### src/rtl/ref_meter_pkg.sv
//------------------------------------------------------------------------------
// ref_meter_pkg
// Shared state encoding and default sizing for the reference period meter.
// Revision: 1.0
//------------------------------------------------------------------------------
`default_nettype none

package ref_meter_pkg;

  localparam int DEFAULT_WIDTH = 28;

  typedef enum logic [0:0] {
    S_IDLE = 1'b0,
    S_RUN  = 1'b1
  } state_t;

endpackage

`default_nettype wire

### src/rtl/sync_edge_detect.sv
//------------------------------------------------------------------------------
// sync_edge_detect
// Two-flop synchroniser for an asynchronous input plus a rising-edge pulse.
// Revision: 1.0
//------------------------------------------------------------------------------
`default_nettype none

module sync_edge_detect (
  input  logic clock_in,
  input  logic reset,
  input  logic sig_in,
  output logic sync,
  output logic rise
);

  logic meta;
  logic sync_d;

  always_ff @(posedge clock_in) begin
    if (reset) begin
      meta   <= 1'b0;
      sync   <= 1'b0;
      sync_d <= 1'b0;
    end else begin
      meta   <= sig_in;
      sync   <= meta;
      sync_d <= sync;
    end
  end

  assign rise = sync & ~sync_d;

endmodule

`default_nettype wire

### src/rtl/ref_period_meter.sv
//------------------------------------------------------------------------------
// ref_period_meter
// Averaged period / high-time meter for an asynchronous square-wave reference.
// Revision: 1.0
//------------------------------------------------------------------------------
`default_nettype none

module ref_period_meter
  import ref_meter_pkg::*;
#(
  parameter int               WIDTH    = DEFAULT_WIDTH,
  parameter int               AVG_LOG2 = 2,
  parameter logic [WIDTH-1:0] TIMEOUT  = WIDTH'(100_000_000)
) (
  input  logic             clock_in,
  input  logic             reset,
  input  logic             sig_in,
  output logic [WIDTH-1:0] period_out,
  output logic [WIDTH-1:0] high_out,
  output logic             period_valid,
  output logic             locked,
  output logic             timeout
);

  localparam int               ACC_W  = WIDTH + AVG_LOG2;
  localparam int               N_W    = AVG_LOG2 + 1;
  localparam logic [N_W-1:0]   N_LAST = N_W'((1 << AVG_LOG2) - 1);
  // A period of TIMEOUT cycles can never complete: give up one cycle before it would.
  localparam logic [WIDTH-1:0] PER_LIMIT = TIMEOUT - WIDTH'(2);

  logic             sync;
  logic             rise;
  state_t           state;
  state_t           state_next;
  logic [WIDTH-1:0] per;
  logic [WIDTH-1:0] hi;
  logic [ACC_W-1:0] acc_p;
  logic [ACC_W-1:0] acc_h;
  logic [N_W-1:0]   n;
  logic             start;
  logic             accept;
  logic             expire;
  logic             window_done;
  logic [ACC_W-1:0] sum_p;
  logic [ACC_W-1:0] sum_h;

  sync_edge_detect u_sync (
    .clock_in (clock_in),
    .reset    (reset),
    .sig_in   (sig_in),
    .sync     (sync),
    .rise     (rise)
  );

  always_ff @(posedge clock_in) begin
    if (reset) state <= S_IDLE;
    else       state <= state_next;
  end

  always_comb begin
    state_next = state;
    start      = 1'b0;
    accept     = 1'b0;
    expire     = 1'b0;
    case (state)
      S_IDLE: begin
        if (rise) begin
          start      = 1'b1;
          state_next = S_RUN;
        end
      end
      S_RUN: begin
        // A rise coinciding with the limit is still a valid period.
        if (rise) begin
          accept = 1'b1;
        end else if (per == PER_LIMIT) begin
          expire     = 1'b1;
          state_next = S_IDLE;
        end
      end
      default: state_next = S_IDLE;
    endcase
  end

  assign sum_p       = acc_p + ACC_W'(per + WIDTH'(1));
  assign sum_h       = acc_h + ACC_W'(hi + WIDTH'(sync));
  assign window_done = accept && (n == N_LAST);

  always_ff @(posedge clock_in) begin
    if (reset) begin
      per          <= '0;
      hi           <= '0;
      acc_p        <= '0;
      acc_h        <= '0;
      n            <= '0;
      period_out   <= '0;
      high_out     <= '0;
      period_valid <= 1'b0;
      locked       <= 1'b0;
      timeout      <= 1'b0;
    end else begin
      period_valid <= 1'b0;
      if (start || expire) begin
        per   <= '0;
        hi    <= '0;
        acc_p <= '0;
        acc_h <= '0;
        n     <= '0;
        if (expire) begin
          locked  <= 1'b0;
          timeout <= 1'b1;
        end
      end else if (accept) begin
        per <= '0;
        hi  <= '0;
        if (window_done) begin
          period_out   <= WIDTH'(sum_p >> AVG_LOG2);
          high_out     <= WIDTH'(sum_h >> AVG_LOG2);
          period_valid <= 1'b1;
          locked       <= 1'b1;
          timeout      <= 1'b0;
          acc_p        <= '0;
          acc_h        <= '0;
          n            <= '0;
        end else begin
          acc_p <= sum_p;
          acc_h <= sum_h;
          n     <= n + N_W'(1);
        end
      end else if (state == S_RUN) begin
        per <= per + WIDTH'(1);
        hi  <= hi + WIDTH'(sync);
      end
    end
  end

endmodule

`default_nettype wire

### config.mk
export PLATFORM = sky130hd
export DESIGN_NAME = ref_period_meter
export DESIGN_NICKNAME = d
export VERILOG_FILES = /design/src/rtl/ref_meter_pkg.sv /design/src/rtl/sync_edge_detect.sv /design/src/rtl/ref_period_meter.sv
export SDC_FILE = /design/constraint.sdc
export NUM_CORES = 1
export LEC_CHECK = 0
export ABC_AREA = 1
export CORE_MARGIN = 3
export CORE_UTILIZATION = 61
export DETAILED_ROUTE_END_ITERATION = 8
export PLACE_DENSITY = 0.79
export SLEW_MARGIN = 10
export SYNTH_ARGS = -nofsm -noshare
export SYNTH_HDL_FRONTEND = slang
export SYNTH_SLANG_ARGS = --single-unit
### constraint.sdc
create_clock -name clock_in -period 2.5 [get_ports clock_in]
set_input_delay 0.5 -clock clock_in [delete_from_list [all_inputs] [get_ports clock_in]]
set_output_delay 0.5 -clock clock_in [all_outputs]
set_load 0.02 [all_outputs]
==> After elaboration in Yosys (flattened, before gate mapping) <==
Index checks and enable logic that the tools add are counted.
{ "op_classes": {"order_cmp": 0, "div_mod_pow": 0, "n_eq_ne": 3, "n_bitwise": 5, "reduce_logical": 9, "addsub": 7, "mux": 21, "n_mul": 0, "n_shift": 0} }
{ "op_table": {"columns": ["operator", "count"], "rows": [
  ["adder 30 x 29 -> 30 bit", 2],
  ["2-to-1 mux 30 bit", 2],
  ["adder 28 x 1 -> 29 bit", 1],
  ["adder 28 x 1 -> 29 bit (second input constant)", 1],
  ["adder 28 x 1 -> 28 bit", 1],
  ["adder 28 x 1 -> 28 bit (second input constant)", 1],
  ["equality test 28 x 27 -> 1 bit (second input constant)", 1],
  ["2-to-1 mux 1 bit", 17],
  ["AND reduction 3 bit", 2],
  ["OR reduction 3 bit", 2],
  ["inverter 1 bit", 4],
  ["nonzero test 2 bit", 2],
  ["adder 3 x 1 -> 3 bit (second input constant)", 1],
  ["equality test 3 x 2 -> 1 bit (second input constant)", 1],
  ["2-to-1 mux 3 bit", 1],
  ["inequality test 2 bit (second input constant)", 1],
  ["one-hot mux 1 bit (2 select lines)", 1],
  ["OR reduction 2 bit", 1],
  ["AND 1 bit", 1],
  ["logical AND 1 bit", 1],
  ["logical OR 1 bit", 1]
]} }
{ "word_totals": {"latch_bits": 0, "ramBits": 0, "in_bits": 3, "regBits": 182, "mem_bits_ro": 0, "wordCells": 59, "n_memories": 0} }

==> Logic depth before layout (Yosys ltp) <==
{ "logic_depth": {"word_depth": 8, "mapped_depth": 16, "mapped_depth_nobuf": 16} }

==> Cells and area by module <==
From an unflattened synthesis, not the netlist that was laid out.
{ "unflattened": {"cells_unflattened": 1921, "hier_area_um2": 11873.9} }
{ "modules_own_cells": {"columns": ["mod", "seq_area_each_um2", "instances", "cells_each", "area_per_inst_um2"], "rows": [
  ["ref_period_meter", 3583.4, 1, 1911, 11787.6],
  ["sync_edge_detect", 60.1, 1, 10, 86.3]
]} }

==> Worst setup path before layout <==
Ideal clock, no wire load.
{ "synth_path": {"path_kind": "register to register", "start": "register u_sync.sync", "end": "register acc_h[6]", "stages_incl_launch_ff": 12, "path_slack_ns": 0.335, "required_ns": 2.430, "setup_time_ns": 0.070, "arrival_time_ns": 2.095, "path_buffers": 0, "cell_sequence": "dfxtp_1 inv_2 fa_1 fa_1 inv_1 nand3_1 nand3_1 nand2_1 nand2_1 xnor2_1 or2_2 a21oi_1"} }
{ "synth_via": {"elab_chain_cells": 5, "elab_cells_between_ends": 12, "classes_between": "add/sub: 2; mux: 6; bitwise: 1; reduce/logical: 3"} }
{ "synth_rtl": {"columns": ["element", "line", "text"], "rows": [
  ["start, declared", "sync_edge_detect.sv:12", "output logic sync,"],
  ["start signal, assigned", "sync_edge_detect.sv:26", "sync <= meta;"],
  ["parallel branches: the longest is 5 deep, another holds adder 30 x 29 -> 30 bit", null, null],
  ["end signal, assigned", "ref_period_meter.sv:127", "acc_h <= sum_h;"],
  ["end, declared", "ref_period_meter.sv:38", "logic [ACC_W-1:0] acc_h;"]
]} }
Parallel ways; which one is timed is not known.
A chain may end at the register's enable or synchronous reset.

==> Worst setup path in the final report <==
{ "layout_path": {"start": "register u_sync.sync", "end": "register high_out[26]"} }
{ "layout_via": {"elab_chain_cells": 6, "elab_cells_between_ends": 12, "classes_between": "add/sub: 2; mux: 5; bitwise: 2; reduce/logical: 3"} }
{ "layout_rtl": {"columns": ["element", "line", "text"], "rows": [
  ["parallel branches: the longest is 6 deep, another holds adder 30 x 29 -> 30 bit", null, null],
  ["end signal, assigned", "ref_period_meter.sv:118", "high_out <= WIDTH'(sum_h >> AVG_LOG2);"],
  ["end, declared", "ref_period_meter.sv:19", "output logic [WIDTH-1:0] high_out,"]
]} }
Parallel ways; which one is timed is not known.

==> results.json <==
{
  "share_of_the_synthesized_area_in_the_top_cell_type_pct": 30.68,
  "maxSlewViolCount": 0,
  "share_of_post_route_cells_with_drive_strength_above_1_pct": 5.097,
  "grt_first_pass_wirelength_um": 54680,
  "cts.root.buffer_cell": "clkbuf_16",
  "cts_inserted_buffers": 17,
  "timing.rr.start": "u_sync.sync",
  "gp_congestion": 0.9923,
  "die_h_um": 145.5,
  "area_growth_pct": 12.43,
  "startpoint": "u_sync.sync",
  "worst-endpoint-required_ns": 2.83,
  "synth-warning-count": 0,
  "fp.coreArea_sq_mm": 0.01889,
  "critical_path_arrival_ns": 2.71,
  "detail_route.iter0.violations": 765,
  "ys_seq_area_share_pct": 30.68,
  "maxSlewHeadroom_pct": 23.02,
  "cp_slowest_cell": "fa_1",
  "clock-sinks": 182,
  "num_vias": 11811,
  "worstMarginPinSlew_ns": 1.153,
  "route.antenna.remaining_nets": 0,
  "synth-edff-count": 0,
  "die-width_um": 145.5,
  "drt-wirelength-per-cell_um": 14.88,
  "synthesis.area_per_instance_sq_um": 6.149,
  "grt_antenna_before_repair": 0,
  "synthDistinctLibCells": 36,
  "cp-end-kind": "flip-flop",
  "avgViaCountPerCell": 5.224,
  "power_density_mw_per_mm2": 429.0,
  "initial_core_util_pct": 62.85,
  "grt_start_max_net_pins": 63,
  "numPortBuffers": 61,
  "rows": 50,
  "worst_hold_slack_ns": 0.4115,
  "timing.critical_path.slowest_cell_delay_ns": 0.47,
  "finish.instance_area_sq_mm": 0.01335,
  "yosys-top-cells-area": "dfxtp_1, nand2_1, inv_1",
  "antennaDiodeCount": 0,
  "fin_worst_skew_ns": 0.01110,
  "dp.final_hpwl_um": 25150,
  "syn_nets": 1997,
  "fillers": 1755,
  "worstHoldPathType": "reg -> reg",
  "cts.path.max_buffers": 2,
  "rsz0062_at_grt": "yes",
  "synthesis.area_sq_mm": 0.01187,
  "worstPathMaxFanout": 4,
  "path_class": "reg -> reg",
  "tritoncts": "built",
  "status": "complete, no violations",
  "place_area_sq_mm": 0.01274,
  "postLayoutSetupSlackWorst_ns": 0.1292,
  "layoutNonFillerInstCount": 2261,
  "crit_path_start_kind": "flip-flop",
  "detail_route.wirelength_um": 33650,
  "drt_drc_violations_left": 0,
  "clkLatencyLatePin_ns": 0.44,
  "final_util_pct": 70.66,
  "syn_inst": 1931,
  "final_net_count": 2054,
  "io-pin-count": 62,
  "holdCritStartpoint": "u_sync.meta",
  "grt_pass1_vias": 11184,
  "grt-ovfl-total": 0,
  "pre_cts_slack_ns": 0.08001,
  "cts_hold_repair.buffers": 0,
  "ctsHtreeMaxLevel": 4,
  "finalHoldViolations": 0,
  "post-route-min-period_ns": 2.371,
  "max_clock_freq_mhz": 421.8,
  "timing.final.crit_share_pct": 94.83,
  "number_of_iterations_in_the_first_detailed_routing_pass": 6,
  "yosys_register_bits": 182,
  "cell_repeated_most_along_the_worst_path": "nand2_1",
  "clkTransAtPathRegs_ns": 0.07,
  "placedCellCount": 2229,
  "static-leakage-power_nw": 6.621,
  "grt_util_all_layers_pct": 31.63,
  "floorplan.die_area_sq_mm": 0.02118,
  "synth_top_cell_by_area": "dfxtp_1",
  "path_cells": "inv_2 -> fa_1 -> fa_2 -> inv_1 -> nand3_1 -> nand3_2 -> nand3_1 -> nand3_2 -> nand2_1 -> nand2_1 -> nand2_1 -> nand2_1 -> nand2_1 -> nand2_1 -> inv_1",
  "postSynth.topFlopCell": "dfxtp_1",
  "timing.max_cap.violations": 0,
  "synth_async_sr_flop_share_pct": 0,
  "setup_viol": 0,
  "vdd_drop_max_uv": 439.0,
  "number_of_post_cts_setup_repair_buffers": 0
}
## flip-flops by register name, summed over array words and instances (netlist names), 3 cells and up
signal      count
n               3
acc_p          30
per            28
hi             28
period_out     28
acc_h          30
high_out       28
## path summary, 6_finish.rpt
path                  end  slack, ns  cells past startpoint
max          high_out[26]       0.13                     15
min           u_sync.sync       0.41                      2
max reg2reg  high_out[26]       0.13                     15
min reg2reg   u_sync.sync       0.41                      2
## report_power, final
group / total [mW] / leakage, nW / internal [mW] / switching [mW]
sequential: 2.90 / 1.47 / 2.90 / 0.00333
combinational: 0.128 / 4.89 / 0.0304 / 0.0975
clock: 2.70 / 0.262 / 1.44 / 1.26
## placed cells by master (no fill, tap or decap), drive strengths merged
cell	count
clkbuf	20
clkinv	2
bufinv	1
and2	3
buf	23
a21o	7
ha	60
inv	318
dfxtp	182
nand2	643
nor3	22
clkinvlp	6
or2	17
nand4	15
clkdlybuf4s50	60
o21bai	7
xnor2	26
a22oi	4
xor2	42
nor2	266
o21ai	28
nor4	6
and3	1
fa	3
nand3b	7
a21oi	113
o211ai	10
nand3	109
## layout make-up
type	instances	area [sq um]	share of cell area [%]
Multi-Input combinational cell	1389	6803	50.96
Tap cell	260	325.3	2.437
Clock inverter	12	118.9	0.8903
Timing Repair Buffer	83	820.8	6.148
Sequential cell	182	3643	27.29
Inverter	315	1182	8.857
Clock buffer	20	456.7	3.421
## synth_stat cells, types with 7 or more instances
cell type / n
clkbuf_1: 13
o211ai_1: 10
buf_2: 15
o21ai_0: 28
or2_2: 16
xnor2_1: 26
dfxtp_1: 182
xor2_1: 42
nand3_1: 107
nor3_1: 21
ha_1: 60
inv_2: 9
o21bai_1: 7
a21o_1: 7
buf_6: 12
nor2_1: 260
nand4_1: 15
inv_1: 306
a21oi_1: 113
nand2_1: 642
## timing repair
action / CTS / global route
gates resized for setup: 1 / 7
setup endpoints to repair: 2 / 19
pin swaps: 0 / 1
## routing by layer
metal	global-route usage [%]	routed length, um
met5	0	0
met2	56.63	16520
met1	38.46	14100
met3	4.017	1683
met4	12.92	1348
## through the flow
stage / TNS [ns] / power (mW)
final: 0 / 5.728
after detailed placement: 0 / 3.099
after CTS: 0 / 5.758
after global placement: 0 / 3.099
after floorplan: 0 / 3.063
after global routing: -0.03990 / 5.886
## cell families after synthesis
family | Yosys count | synth area share [%]
fa+ha+maj | 63 | 6.828
flops | 182 | 30.68
compound gates | 169 | 7.713
xor+xnor | 68 | 5.016
buf+inv | 360 | 12.33
simple gates | 1089 | 37.43
## critical path, delay by kind of cell (launching register included)
kind	cells	cell delay, ns
buf+inv	3	0.18
simple gates	10	0.91
fa+ha+maj	2	0.83
flops	1	0.35
(Power assumes the default switching activity.)
